**src/rtl/fetch_stage_pkg.sv**
```systemverilog
// Shared CPU definitions for the fetch stage: datapath widths, the NOP bubble
// word and the fetch FSM encoding.
package fetch_stage_pkg;

  localparam int PC_WIDTH    = 16;
  localparam int INSTR_WIDTH = 16;

  localparam logic [3:0] OP_NOP = 4'b1111;

  localparam logic [INSTR_WIDTH-1:0] NOP_INSTR = {OP_NOP, 12'h000};

  typedef enum logic [1:0] {
    ST_FETCH = 2'd0,
    ST_WAIT  = 2'd1,
    ST_HALT  = 2'd2
  } fetch_state_e;

endpackage

```
**src/rtl/fetch_stage_if.sv**
```systemverilog
// Instruction-memory request/response bundle between the fetch stage and imem.
interface fetch_stage_if #(
  parameter int PC_WIDTH    = 16,
  parameter int INSTR_WIDTH = 16
);
  logic                   req;
  logic [PC_WIDTH-1:0]    addr;
  logic                   ready;
  logic [INSTR_WIDTH-1:0] rdata;

  modport master (output req, output addr, input ready, input rdata);
  modport slave  (input req, input addr, output ready, output rdata);
endinterface

```
**src/rtl/fetch_stage_if_id_reg.sv**
```systemverilog
// IF/ID pipeline register. Hold wins over flush, flush wins over load;
// with none asserted the register keeps its contents.
module if_id_reg #(
  parameter int                     PC_WIDTH    = 16,
  parameter int                     INSTR_WIDTH = 16,
  parameter logic [INSTR_WIDTH-1:0] NOP_INSTR   = 16'hF000
) (
  input  logic                   clk,
  input  logic                   rst,
  input  logic                   hold,
  input  logic                   flush,
  input  logic                   load,
  input  logic [INSTR_WIDTH-1:0] instr_d,
  input  logic [PC_WIDTH-1:0]    pc_d,
  output logic [INSTR_WIDTH-1:0] instr_p1,
  output logic [PC_WIDTH-1:0]    pc_p1,
  output logic                   vld_p1
);

  // IF -> ID boundary
  always_ff @(posedge clk) begin
    if (rst) begin
      instr_p1 <= NOP_INSTR;
      pc_p1    <= '0;
      vld_p1   <= 1'b0;
    end else if (hold) begin
      instr_p1 <= instr_p1;
      pc_p1    <= pc_p1;
      vld_p1   <= vld_p1;
    end else if (flush) begin
      instr_p1 <= NOP_INSTR;
      pc_p1    <= '0;
      vld_p1   <= 1'b0;
    end else if (load) begin
      instr_p1 <= instr_d;
      pc_p1    <= pc_d;
      vld_p1   <= 1'b1;
    end
  end

endmodule

```
**src/rtl/fetch_stage.sv**
```systemverilog
// Instruction-fetch stage: owns the PC and the imem request FSM, and feeds
// the IF/ID register under hazard-unit stall/flush and jump/branch redirects.
module fetch_stage #(
  parameter int                     PC_WIDTH    = fetch_stage_pkg::PC_WIDTH,
  parameter int                     INSTR_WIDTH = fetch_stage_pkg::INSTR_WIDTH,
  parameter logic [PC_WIDTH-1:0]    RESET_PC    = '0,
  parameter logic [INSTR_WIDTH-1:0] NOP_INSTR   = fetch_stage_pkg::NOP_INSTR
) (
  input  logic                   clk,
  input  logic                   rst,
  input  logic                   pc_stall_i,
  input  logic                   if_id_stall_i,
  input  logic                   flush_if_id_i,
  input  logic                   jump_i,
  input  logic [PC_WIDTH-1:0]    jump_target_i,
  input  logic                   pc_src_i,
  input  logic [PC_WIDTH-1:0]    branch_target_i,
  input  logic                   halt_i,
  fetch_stage_if.master          imem,
  output logic [INSTR_WIDTH-1:0] ifid_instr_o,
  output logic [PC_WIDTH-1:0]    ifid_pc_o,
  output logic                   ifid_valid_o,
  output logic [3:0]             ifid_opcode_o,
  output logic [3:0]             ifid_rs_o,
  output logic [3:0]             ifid_rt_o,
  output logic                   halted_o
);
  import fetch_stage_pkg::*;

  fetch_state_e        state_q, state_d;
  logic [PC_WIDTH-1:0] pc_q, pc_d;
  logic [PC_WIDTH-1:0] pc_inc;
  logic [PC_WIDTH-1:0] redirect_pc;
  logic                in_halt, redirect, stall, fetch_ok;
  logic                ifid_hold, ifid_flush, ifid_load;

  assign in_halt     = (state_q == ST_HALT);
  assign redirect    = jump_i | pc_src_i;
  assign redirect_pc = jump_i ? jump_target_i : branch_target_i;
  assign stall       = pc_stall_i | if_id_stall_i;
  assign pc_inc      = pc_q + PC_WIDTH'(1);

  // A response is consumed only when nothing of higher priority claims the edge;
  // a flush still consumes it (pc advances) but keeps it out of IF/ID.
  assign fetch_ok = !in_halt && imem.ready && !halt_i && !redirect && !stall;

  assign ifid_hold  = in_halt || (!halt_i && !redirect && !flush_if_id_i && stall);
  assign ifid_flush = !in_halt && (halt_i || redirect || flush_if_id_i || !fetch_ok);
  assign ifid_load  = fetch_ok && !flush_if_id_i;

  always_comb begin
    state_d = state_q;
    pc_d    = pc_q;
    if (in_halt || halt_i) begin
      state_d = ST_HALT;
    end else if (redirect) begin
      state_d = ST_FETCH;
      pc_d    = redirect_pc;
    end else begin
      state_d = imem.ready ? ST_FETCH : ST_WAIT;
      if (fetch_ok) pc_d = pc_inc;
    end
  end

  // PC / FSM register
  always_ff @(posedge clk) begin
    if (rst) begin
      state_q <= ST_FETCH;
      pc_q    <= RESET_PC;
    end else begin
      state_q <= state_d;
      pc_q    <= pc_d;
    end
  end

  assign imem.req  = !in_halt;
  assign imem.addr = pc_q;
  assign halted_o  = in_halt;

  if_id_reg #(
    .PC_WIDTH    (PC_WIDTH),
    .INSTR_WIDTH (INSTR_WIDTH),
    .NOP_INSTR   (NOP_INSTR)
  ) u_if_id_reg (
    .clk      (clk),
    .rst      (rst),
    .hold     (ifid_hold),
    .flush    (ifid_flush),
    .load     (ifid_load),
    .instr_d  (imem.rdata),
    .pc_d     (pc_inc),
    .instr_p1 (ifid_instr_o),
    .pc_p1    (ifid_pc_o),
    .vld_p1   (ifid_valid_o)
  );

  assign ifid_opcode_o = ifid_instr_o[INSTR_WIDTH-1 -: 4];
  assign ifid_rs_o     = ifid_instr_o[INSTR_WIDTH-5 -: 4];
  assign ifid_rt_o     = ifid_instr_o[INSTR_WIDTH-9 -: 4];

endmodule

```
**src/flat_wrapper.sv**
```systemverilog
// flat-port wrapper written by rule: the top's interface ports become plain ports
module fetch_stage_flat import fetch_stage_pkg::*;
#(
  parameter int                     PC_WIDTH    = fetch_stage_pkg::PC_WIDTH,
  parameter int                     INSTR_WIDTH = fetch_stage_pkg::INSTR_WIDTH,
  parameter logic [PC_WIDTH-1:0]    RESET_PC    = '0,
  parameter logic [INSTR_WIDTH-1:0] NOP_INSTR   = fetch_stage_pkg::NOP_INSTR
)
  (clk, rst, pc_stall_i, if_id_stall_i, flush_if_id_i, jump_i, jump_target_i, pc_src_i, branch_target_i, halt_i, ifid_instr_o, ifid_pc_o, ifid_valid_o, ifid_opcode_o, ifid_rs_o, ifid_rt_o, halted_o, imem_req, imem_addr, imem_ready, imem_rdata);
  fetch_stage_if #(.PC_WIDTH(PC_WIDTH), .INSTR_WIDTH(INSTR_WIDTH)) imem_i ();
  input  logic clk;
  input  logic rst;
  input  logic pc_stall_i;
  input  logic if_id_stall_i;
  input  logic flush_if_id_i;
  input  logic jump_i;
  input  logic [PC_WIDTH-1:0] jump_target_i;
  input  logic pc_src_i;
  input  logic [PC_WIDTH-1:0] branch_target_i;
  input  logic halt_i;
  output logic [INSTR_WIDTH-1:0] ifid_instr_o;
  output logic [PC_WIDTH-1:0] ifid_pc_o;
  output logic ifid_valid_o;
  output logic [3:0] ifid_opcode_o;
  output logic [3:0] ifid_rs_o;
  output logic [3:0] ifid_rt_o;
  output logic halted_o;
  output wire logic [$bits(imem_i.req)-1:0] imem_req;
  output wire logic [$bits(imem_i.addr)-1:0] imem_addr;
  input wire logic [$bits(imem_i.ready)-1:0] imem_ready;
  input wire logic [$bits(imem_i.rdata)-1:0] imem_rdata;
  assign imem_req = imem_i.req;
  assign imem_addr = imem_i.addr;
  assign imem_i.ready = imem_ready;
  assign imem_i.rdata = imem_rdata;
  fetch_stage #(.PC_WIDTH(PC_WIDTH), .INSTR_WIDTH(INSTR_WIDTH), .RESET_PC(RESET_PC), .NOP_INSTR(NOP_INSTR)) u_core (.clk(clk), .rst(rst), .pc_stall_i(pc_stall_i), .if_id_stall_i(if_id_stall_i), .flush_if_id_i(flush_if_id_i), .jump_i(jump_i), .jump_target_i(jump_target_i), .pc_src_i(pc_src_i), .branch_target_i(branch_target_i), .halt_i(halt_i), .imem(imem_i), .ifid_instr_o(ifid_instr_o), .ifid_pc_o(ifid_pc_o), .ifid_valid_o(ifid_valid_o), .ifid_opcode_o(ifid_opcode_o), .ifid_rs_o(ifid_rs_o), .ifid_rt_o(ifid_rt_o), .halted_o(halted_o));
endmodule
```
**config.mk**
```make
export PLATFORM = sky130hd
export DESIGN_NAME = fetch_stage_flat
export DESIGN_NICKNAME = d
export VERILOG_FILES = /design/src/rtl/fetch_stage_pkg.sv /design/src/rtl/fetch_stage_if.sv /design/src/rtl/fetch_stage_if_id_reg.sv /design/src/rtl/fetch_stage.sv /design/src/flat_wrapper.sv
export SDC_FILE = /design/constraint.sdc
export NUM_CORES = 1
export LEC_CHECK = 0
export CAP_MARGIN = 30
export CORE_ASPECT_RATIO = 1.25
export CORE_UTILIZATION = 35
export DETAILED_ROUTE_END_ITERATION = 8
export GPL_TIMING_DRIVEN = 1
export PLACE_DENSITY = 0.73
export SYNTH_ARGS = -nofsm -noshare
export SYNTH_HDL_FRONTEND = slang
export SYNTH_SLANG_ARGS = --single-unit
```
**constraint.sdc**
```tcl
create_clock -name clk -period 1.7 [get_ports clk]
set_input_delay 0.34 -clock clk [delete_from_list [all_inputs] [get_ports clk]]
set_output_delay 0.34 -clock clk [all_outputs]
set_load 0.02 [all_outputs]
```
== Word-level counts from Yosys, hierarchy flattened ==
Index checks and enable logic that the tools add are counted.
W data, S select, Z words.
Word-level totals
  register bits: 51
  input bits: 57
Cells by class
  $add $sub $neg: 1
  equal/unequal tests: 1
  multiplexer cells: 12
  bitwise logic cells: 4
  reduce and logical (&&, ||, !) cells: 25
Operator list (number)
  $mux W16: 7
  $add A16 B1 Y16 const B: 1
  $logic_and A1 B1 Y1: 9
  $logic_not A1 Y1: 6
  $logic_or A1 B1 Y1: 5
  $mux W2: 2
  $reduce_and A2 Y1: 2
  $reduce_bool A2 Y1: 2
  $mux W1: 3
  $reduce_or A3 Y1: 1
  $eq A2 B2 Y1 const B: 1
  $not A1 Y1: 2
  $or A1 B1 Y1: 2

== Depth between registers and ports, before layout ==
Gate-level depths: netlist of run 1.
  depth after elaboration: 11
  gate-level depth with buffers: 7

== By module ==
Synthesis of run 1 repeated with hierarchy kept, for this count alone.
Unflattened totals
  cells, all modules: 353
  area, all modules: 2947.8 um2
By module, submodules not included
  fetch_stage: instances 1, cells each 208, area an instance 1562.7 um2, seq. area each 360.3 um2
  if_id_reg: instances 1, cells each 145, area an instance 1385.1 um2, seq. area each 660.6 um2

== Least setup slack after synthesis of run 1 ==
OpenSTA, ideal clock, no wires.
  kind: register to register
  start point: reg u_core.pc_q[0], in the netlist u_core.imem.addr[0]
  end point: reg u_core.pc_q[6], in the netlist u_core.imem.addr[6]
  arrival: 1.809 ns
  data required time: 1.614 ns
  slack: -0.194 ns
  cell stages (with the launch flop): 7
  path buffers: 0
  period minus slack after synthesis: 1.894 ns
  cells stage by stage: dfxtp_1 ha_1 nand4_1 or4b_1 a31oi_1 a211oi_1 a211oi_1
On the way
  word-level cells in the longest chain between the ends: 3
Ends and longest elaborated chain
  from (decl): line fetch_stage.sv:31  | logic [PC_WIDTH-1:0] pc_q, pc_d;
  from (signal assigned): line fetch_stage.sv:72  | pc_q <= pc_d;
  $add A16 B1 Y16: line fetch_stage.sv:41  | assign pc_inc = pc_q + PC_WIDTH'(1);
  $mux W16: line fetch_stage.sv:61  | if (fetch_ok) pc_d = pc_inc;
  $mux W16: line fetch_stage.sv:56  | end else if (redirect) begin
No other way between the ends. The select of a mux whose other input is x is not followed.
A chain may end at the register's enable or synchronous reset.

== Final worst setup path of run 1 ==
  start point: reg u_core.pc_q[9], in the netlist u_core.imem.addr[9]
  end point: out imem_addr[9]
RTL lines
  to (decl): line flat_wrapper.sv:29  | output wire logic [$bits(imem_i.addr)-1:0] imem_addr;
No word-level cell between the ends.

==> results of run 1 <==
[synth_stat cells (4+ instances only)]
cell type	count
nand3_1	8
o21ai_0	10
nor2_1	41
a31oi_1	4
o22ai_1	14
xor2_1	4
nand2b_1	6
clkbuf_1	7
a22oi_1	20
a211oi_1	7
buf_2	11
dfxtp_1	51
nor3_1	5
nand3b_1	8
nand2_1	17
buf_4	13
inv_1	6
xnor2_1	10
a21oi_1	17
[where the power goes]
part / internal, mW / switching [mW] / leakage [nW]
combinational: 0.326 / 0.277 / 1.29
sequential: 1.23 / 0.0408 / 0.416
clock: 0.441 / 0.400 / 0.0524
[sequential cells by signal, indices dropped and copies added, names as in the netlist]
register                     count
u_core.state_q                   2
u_core.u_if_id_reg.instr_p1     16
u_core.u_if_id_reg.pc_p1        16
u_core.u_if_id_reg.vld_p1        1
u_core.imem.addr                16
[worst min-delay path by stage]
stage	startpoint	endpoint	slack [ns]	depth (start not counted)
after floorplan	imem_ready	u_core.state_q[0]	0.42	1
after global placement	u_core.u_if_id_reg.vld_p1	u_core.u_if_id_reg.vld_p1	0.44	2
after detailed placement	u_core.u_if_id_reg.vld_p1	u_core.u_if_id_reg.vld_p1	0.45	2
after CTS	rst	u_core.u_if_id_reg.pc_p1[1]	0.45	2
after global routing	imem_ready	u_core.state_q[0]	0.35	3
final	imem_ready	u_core.state_q[0]	0.37	3
[kinds of logic after synthesis]
group | synth area share (%)
AO/OA/AOI/OAI | 24.7
buffers and inverters | 7.99
adder cells (fa/ha/maj) | 0.487
flip-flops | 39.7
XOR/XNOR | 4.77
multiplexers | 0.779
AND/OR/NAND/NOR | 21.5
[layer usage]
| layer | global-route usage (%) | wire [um] |
|---|---|---|
| met5 | 0 | 0 |
| met4 | 8.97 | 202 |
| met3 | 2.99 | 556 |
| met2 | 33.7 | 3990 |
| met1 | 26.2 | 3420 |
[area by class of cell]
| cell class | count | share of cell area, % |
|---|---|---|
| timing repair buffer | 177 | 38.1 |
| clock inverter | 1 | 0.694 |
| inverter | 6 | 0.521 |
| sequential | 51 | 23.8 |
| clock buffer | 7 | 1.76 |
| tap | 90 | 2.60 |
| multi-input combinational | 215 | 32.5 |
[metrics by stage]
stage	cell area (um2)	util (%)
after floorplan	2580	-
after global placement	4070	58.0
after detailed placement	4070	58.0
after CTS	4170	59.3
after global routing	4330	61.6
final	4330	61.6
[repair_timing]
action                     in CTS  in global routing
resized for setup              13                 25
gates cloned                    0                  2
setup endpoints to repair      14                 41
setup buffers                   1                  8
pin swaps                       1                 10
==> flow_metrics.tcl, run 1 <==
set metrics [dict create \
    maxSlewHeadroom_pct 70.9 \
    hp-class "primary input to flip-flop" \
    htreeDepth 2 \
    port_buffers 119 \
    drt_iter0_markers 130 \
    dp_worst_setup_slack_ns -0.303 \
    grt_pass1_vias 2611 \
    pin_count 120 \
    place_inst 528 \
    crit_chain "clkdlybuf4s50_1" \
    cts_hold_buf 0 \
    syn_inst 304 \
    cts_root_buf "clkbuf_8" \
    yosys.area.top_type_share_pct 39.7 \
    fmax_mhz 604 \
    ys.flop_type "dfxtp_1" \
    power_mw 2.71 \
    async_flop_share_pct 0 \
    worst_r2r_path_depth 5 \
    worst_pin_slew_ns 0.436 \
    whs_ns 0.370 \
    gp_congestion 0.827 \
    post-route-drc-count 0 \
    fin_worst_skew_ns 0.00887 \
    min_period_ns 1.65 \
    synth_area_mm2 0.00257 \
    wl_per_cell_um 14.9 \
    cts_buffer_depth 2 \
    rows 34 \
    cts_tree "done" \
    multiInputGateArea_mm2 0.00141 \
    fillerInstances 605 \
    crit_type "flip-flop to primary output" \
    ys_seq_area_share_pct 39.7 \
    cts.sinks 51 \
    track_usage_pct 20.5 \
    cp_top_family "buffers and inverters" \
    grt_first_pass_wirelength_um 12500 \
    coreArea_mm2 0.00702 \
    synth_edf_count 0 \
    timing.max_cap.violations 0 \
    cp.arrival_ns 1.31 \
    cp-start-kind "flip-flop" \
    setup_slack_ns 0.0457 \
    most-common-layout-cells "97 x clkdlybuf4s50_1, 51 x buf_4, 46 x dfxtp_1" \
    vdd_drop_max_v 0.000344 \
    max_stage_delay_ns 0.63 \
    crit_buf_inv 1 \
    yosysTopAreaCell "dfxtp_1" \
    setup_viol 0 \
    synth_area_per_cell_um2 8.45 \
    area_growth_syn_to_layout_pct 68.4 \
    antenna_found_initial 0 \
    p_leak_nw 1.76 \
    powerDensity_mw_per_mm2 627 \
    drive_gt1_share_pct 19.9 \
    finalHoldViolations 0 \
    r2r_slack_ns 0.06 \
    regToRegEndpoint "u_core.imem.addr[9]" \
    fin_cells 547 \
    synth-seq-cells 51 \
    synth.area.top_cells "dfxtp_1 40%, nor2_1 6.0%, a22oi_1 5.8%" \
    final_common_cell "clkdlybuf4s50_1" \
    yosysUniqueCellTypes 49 \
    crit_start "u_core.imem.addr[9]" \
    nets 514 \
    dr.pass1.iters 5 \
    wl_um 8160 \
    numCtsBuffers 5 \
    rsz0062_at_grt "true" \
    status "complete, no violations" \
    cp-end-kind "primary output" \
    grt_overflow 0 \
    initial_utilization_pct 36.6 \
    maxSlewViolCount 0 \
    die_x_um 78.6 \
    vias 2870 \
    clk_pin_slew_ns 0.09 \
    die-area_mm2 0.00769 \
    clk-insertion-delay-late_ns 0.31 \
    die_y_um 97.8 \
    dp.final_hpwl_um 5870 \
    critical_path_cell_count 1 \
    critPathSlowestCell "clkdlybuf4s50_1" \
    crit_path_end "imem_addr[9]" \
    grt_start_max_net_pins 23 \
    worstPathRequired_ns 1.36 \
    crit_fanout 3 \
    yosys_warnings 0 \
    syn-num-nets 362 \
    route.antenna.remaining_nets 0 \
    period_share_pct 97.3 \
    tns_ns 0 \
    reg2reg_from "u_core.imem.addr[4]" \
    final-seq-area_mm2 0.00103 \
    antenna_cells 0 \
    vias_per_cell 5.25 \
]
Note: power is estimated with default switching activity, not from simulation.
==> run 2: changes to the inputs <==
--- a/config.mk
+++ b/config.mk
@@ -10,7 +10,8 @@
 export CORE_UTILIZATION = 35
 export DETAILED_ROUTE_END_ITERATION = 8
 export GPL_TIMING_DRIVEN = 1
-export PLACE_DENSITY = 0.73
+export PLACE_DENSITY = 0.67
+export SLEW_MARGIN = 40
 export SYNTH_ARGS = -nofsm -noshare
 export SYNTH_HDL_FRONTEND = slang
 export SYNTH_SLANG_ARGS = --single-unit
==> constraint.sdc (replaced) <==
create_clock -name clk -period 1.74 [get_ports clk]
set_input_delay 0.348 -clock clk [delete_from_list [all_inputs] [get_ports clk]]
set_output_delay 0.348 -clock clk [all_outputs]
set_load 0.02 [all_outputs]
==> run 2 against run 1 <==
Compared with the run above: wire length is 6.5% lower; combinational power is 6.1% lower; global-route usage is 0.61 points lower; highest routed layer unchanged; clock skew is 0.0020 ns lower; via count is 5.4% lower; sequential share of layout area is 0.87 points higher; clock power is 17% lower; first-iteration DRC count is 9.2% lower.
==> flow_metrics.tcl, run 2 (synthesis results as in run 1) <==
set metrics [dict create \
    nets 503 \
    crit_type "flip-flop to primary output" \
    dp_worst_setup_slack_ns -0.259 \
    p_leak_nw 1.65 \
    hp-class "primary input to flip-flop" \
    dr.pass1.iters 4 \
    coreArea_mm2 0.00702 \
    crit_path_end "imem_addr[14]" \
    cts.sinks 51 \
    setup_slack_ns 0.0219 \
    power_switching_mw 0.707 \
    die_y_um 97.8 \
    fmax_mhz 582 \
    cts_root_buf "clkbuf_8" \
    fin_worst_skew_ns 0.00687 \
    comb_power_share_pct 22.6 \
    p_int_mw 1.79 \
    port_buffers 119 \
    crit_chain "clkdlybuf4s50_1" \
    antenna_found_initial 0 \
    grt_overflow 0 \
    cp.arrival_ns 1.37 \
    critical_path_cell_count 1 \
    area_growth_syn_to_layout_pct 62.7 \
    wl_per_cell_um 14.2 \
    crit_buf_inv 1 \
    cp-end-kind "primary output" \
    cp-start-kind "flip-flop" \
    pwr-share-clk_pct 28.0 \
    r2r_slack_ns 0.07 \
    max_stage_delay_ns 0.64 \
    drt_iter0_markers 118 \
    min_period_ns 1.72 \
    route.antenna.remaining_nets 0 \
    vias 2714 \
    fillerInstances 657 \
    cp_top_family "buffers and inverters" \
    cts_buffer_depth 2 \
    crit_fanout 5 \
    worst_r2r_path_depth 6 \
    final_common_cell "clkdlybuf4s50_1" \
    status "complete, no violations" \
    period_share_pct 98.7 \
    die_x_um 78.6 \
    vias_per_cell 5.06 \
    numCtsBuffers 5 \
    fin_util_pct 59.5 \
    initial_utilization_pct 36.6 \
    whs_ns 0.425 \
    timing.max_cap.violations 0 \
    grt_start_max_net_pins 28 \
    most-common-layout-cells "104 x clkdlybuf4s50_1, 47 x dfxtp_1, 45 x buf_4" \
    crit_start "u_core.imem.addr[14]" \
    swShare_pct 28.3 \
    worstPathRequired_ns 1.39 \
    pwr-share-seq_pct 49.4 \
    die-area_mm2 0.00769 \
    rsz0062_at_grt "true" \
    rows 34 \
    regToRegEndpoint "u_core.imem.addr[6]" \
    critPathSlowestCell "clkdlybuf4s50_1" \
    htreeDepth 2 \
    clk-insertion-delay-late_ns 0.30 \
    dp.final_hpwl_um 5810 \
    gp_congestion 0.819 \
    wl_um 7630 \
    clk_pin_slew_ns 0.10 \
    antenna_cells 0 \
    maxSlewViolCount 0 \
    setup_viol 0 \
    power_mw 2.50 \
    drive_gt1_share_pct 17.3 \
    grt_first_pass_wirelength_um 12200 \
    pin_count 120 \
    grt_pass1_vias 2519 \
    cts_tree "done" \
    reg2reg_from "u_core.imem.addr[0]" \
    track_usage_pct 19.8 \
    powerDensity_mw_per_mm2 599 \
    vdd_drop_max_v 0.000318 \
    post-route-drc-count 0 \
    finalHoldViolations 0 \
    maxSlewHeadroom_pct 75.1 \
    worst_pin_slew_ns 0.373 \
]
[run 2: cell types whose count changed in the layout (fill, tap and decap cells not counted), sizes merged, moves of 2 or more]
cell / delta
clkbuf: -2
clkinvlp: +2
buf: -11
clkdlybuf4s50: +7
dlygate4sd2: -4
dlymetal6s2s: -3
[run 2: per-layer routing]
| layer | track usage, % | up-vias | wire [um] |
|---|---|---|---|
| li1 | - | 1372 | - |
| met1 | 26.3 | 1238 | 3440 |
| met2 | 31.9 | 92 | 3590 |
| met3 | 3.46 | 12 | 449 |
| met4 | 7.55 | 0 | 147 |
| met5 | 0 | - | 0 |
[run 2: repair_timing]
item | in CTS | in global routing
pin swaps | 0 | 5
hold buffers | 0 | 0
setup endpoints to repair | 9 | 18
buffers inserted | 0 | 3
gates resized for setup | 9 | 13
[run 2: power by group through the flow]
stage / clock (mW) / combinational, mW / sequential [mW]
2_1_floorplan: 0 / 0.208 / 1.30
3_3_place_gp: 0 / 0.568 / 1.26
3_5_place_dp: 0 / 0.573 / 1.26
4_1_cts: 0.735 / 0.564 / 1.23
5_1_grt: 0.785 / 0.613 / 1.24
6_report: 0.701 / 0.566 / 1.23
[run 2: worst min-delay path by stage]
stage                                   start                          end  cells past startpoint
CTS                                       rst  u_core.u_if_id_reg.pc_p1[8]                      2
finish                                    rst  u_core.u_if_id_reg.pc_p1[8]                      2
floorplan                          imem_ready            u_core.state_q[0]                      1
detailed placement  u_core.u_if_id_reg.vld_p1    u_core.u_if_id_reg.vld_p1                      2
global route                              rst            u_core.state_q[1]                      2
global placement    u_core.u_if_id_reg.vld_p1    u_core.u_if_id_reg.vld_p1                      2
[run 2: metrics by stage]
| step | instances | TNS, ns | cell area, um2 |
|---|---|---|---|
| 3_3_place_gp | 525 | -8.55 | 4030 |
| 4_1_cts | 533 | 0 | 4110 |
| 6_report | 536 | 0 | 4180 |
| 2_1_floorplan | 304 | 0 | 2580 |
| 3_5_place_dp | 525 | -9.61 | 4030 |
| 5_1_grt | 536 | -0.0871 | 4180 |
[run 2: layout make-up]
type	instances	area (um2)	area share [%]
Clock buffer	5	68.8	1.65
Clock inverter	3	23.8	0.569
Inverter	6	22.5	0.539
Multi-Input combinational cell	215	1370	32.8
Sequential cell	51	1030	24.7
Tap cell	90	113	2.69
Timing Repair Buffer	166	1550	37.0
==> run 3: changes to the inputs <==
--- a/config.mk
+++ b/config.mk
@@ -9,8 +9,9 @@
 export CORE_ASPECT_RATIO = 1.25
 export CORE_UTILIZATION = 35
 export DETAILED_ROUTE_END_ITERATION = 8
+export DONT_BUFFER_PORTS = 1
 export GPL_TIMING_DRIVEN = 1
-export PLACE_DENSITY = 0.67
+export PLACE_DENSITY = 0.46
 export SLEW_MARGIN = 40
 export SYNTH_ARGS = -nofsm -noshare
 export SYNTH_HDL_FRONTEND = slang
==> run 3 against run 2 <==
Compared with the run above: wire length down 5.7%; clock skew down 0.0026 ns; sequential power about the same; register-to-register slack better by 0.05 ns; sequential cell count unchanged; sequential share of layout area up 11 points; highest routed layer unchanged; fmax up 5.9%; non-clock buffer count down 133; clock power up 25%; combinational power down 37%.
==> flow_metrics.tcl, run 3 (synthesis results as in run 1) <==
set metrics [dict create \
    vias_per_cell 5.62 \
    die_x_um 78.6 \
    worst_path_most_repeated_cell "a211oi_1" \
    cp_top_family "simple AND/OR/NAND/NOR gates" \
    cp.arrival_ns 1.85 \
    wl_per_cell_um 17.9 \
    whs_ns 0.103 \
    rows 34 \
    grt_pass1_vias 2198 \
    grt_overflow 0 \
    min_period_ns 1.62 \
    final-seq-area_mm2 0.00103 \
    setup_slack_ns 0.118 \
    area_growth_syn_to_layout_pct 13.2 \
    fmax_mhz 616 \
    setup_viol 0 \
    powerDensity_mw_per_mm2 846 \
    coreArea_mm2 0.00702 \
    holdCritStartpoint "rst" \
    gp_congestion 0.864 \
    die-area_mm2 0.00769 \
    maxSlewHeadroom_pct 71.0 \
    die_y_um 97.8 \
    antenna_cells 0 \
    worst_r2r_path_depth 6 \
    fillerInstances 728 \
    finalHoldViolations 0 \
    route.antenna.remaining_nets 0 \
    port_buffers 0 \
    crit_buf_inv 0 \
    regToRegEndpoint "u_core.imem.addr[6]" \
    timing.max_cap.violations 0 \
    cp-start-kind "flip-flop" \
    cts.sinks 51 \
    tns_ns 0 \
    nets 370 \
    track_usage_pct 19.0 \
    crit_fanout 3 \
    vdd_drop_max_v 0.000347 \
    postPlaceCellArea_mm2 0.00277 \
    worst_pin_slew_ns 0.435 \
    wl_um 7200 \
    antenna_found_initial 0 \
    critPathSlowestCell "or4b_4" \
    hold_path_depth 1 \
    power_mw 2.46 \
    post-route-drc-count 0 \
    crit_chain "ha_2 -> nand4_1 -> or4b_4 -> a31oi_4 -> a211oi_1 -> a211oi_1" \
    p_leak_nw 1.06 \
    cts_tree "done" \
    crit_type "flip-flop to flip-flop" \
    drive_gt1_share_pct 19.8 \
    max_stage_delay_ns 0.55 \
    numCtsBuffers 5 \
    htreeDepth 2 \
    cts_root_buf "clkbuf_8" \
    clk-insertion-delay-late_ns 0.30 \
    dp_worst_setup_slack_ns 0.101 \
    final_common_cell "dfxtp_1" \
    initial_utilization_pct 36.6 \
    pin_count 120 \
    reg2reg_from "u_core.imem.addr[0]" \
    clk_pin_slew_ns 0.10 \
    hold-path-endpoint "u_core.u_if_id_reg.instr_p1[3]" \
    dr.pass1.iters 5 \
    multiInputGateArea_mm2 0.00137 \
    grt_start_max_net_pins 54 \
    fin_worst_skew_ns 0.00427 \
    period_share_pct 93.2 \
    maxSlewViolCount 0 \
    most-common-layout-cells "47 x dfxtp_1, 41 x nor2_1, 32 x buf_4" \
    drt_iter0_markers 102 \
    crit_start "u_core.imem.addr[0]" \
    final_area_mm2 0.00291 \
    cp-end-kind "flip-flop" \
    status "complete, no violations" \
    hp-class "primary input to flip-flop" \
    vias 2264 \
    worstPathRequired_ns 1.96 \
    cts_buffer_depth 2 \
    grt_first_pass_wirelength_um 11600 \
    r2r_slack_ns 0.12 \
    dp.final_hpwl_um 5220 \
]
-- run 3: cell count changes in the layout (fill, tap and decap cells not counted), sizes merged --
cell | previous run | this run
buf | 48 | 33
bufinv | 0 | 1
clkbuf | 5 | 6
clkdlybuf4s50 | 104 | 0
clkinv | 0 | 1
clkinvlp | 2 | 0
dlygate4sd2 | 9 | 0
dlymetal6s2s | 5 | 0
inv | 7 | 6
-- run 3: layout make-up --
type                            count  area share [%]
Timing Repair Buffer               33            8.95
Inverter                            6           0.774
Sequential cell                    51            35.3
Clock buffer                        6            2.84
Clock inverter                      2            1.20
Multi-Input combinational cell    215            47.1
Tap cell                           90            3.87
-- run 3: report_power, final --
part / switching, mW / leakage, nW / internal (mW)
Clock: 0.407 / 0.0612 / 0.466
Combinational: 0.207 / 0.582 / 0.150
Sequential: 0.0301 / 0.416 / 1.20
-- run 3: worst max-delay path by stage --
stage | slack (ns) | depth (start not counted) | endpoint
after CTS | 0.07 | 6 | u_core.imem.addr[6]
after global placement | 0.14 | 6 | u_core.imem.addr[6]
after floorplan | 0.001 | 6 | u_core.imem.addr[6]
after global routing | -0.004 | 6 | u_core.imem.addr[6]
after detailed placement | 0.10 | 6 | u_core.imem.addr[6]
final | 0.12 | 6 | u_core.imem.addr[6]
-- run 3: routing by layer --
layer  vias up  share of wire, %  GRT usage (%)  wire (um)
li1       1106                 -              -          -
met1      1047                45           24.8       3230
met2       105                46           30.8       3310
met3         6               8.2           4.95        592
met4         0              0.88           5.13         63
met5         -                 0              0          0
-- run 3: repair_timing --
action,in CTS,in global routing
hold buffers,0,0
gates resized for setup,0,2
endpoints found under the setup margin,0,1
buffers inserted,0,1
-- run 3: metrics by stage --
stage	utilization [%]	cells
2_1_floorplan	-	304
3_3_place_gp	39.4	394
3_5_place_dp	39.4	394
4_1_cts	41.1	402
5_1_grt	41.4	403
6_report	41.4	403
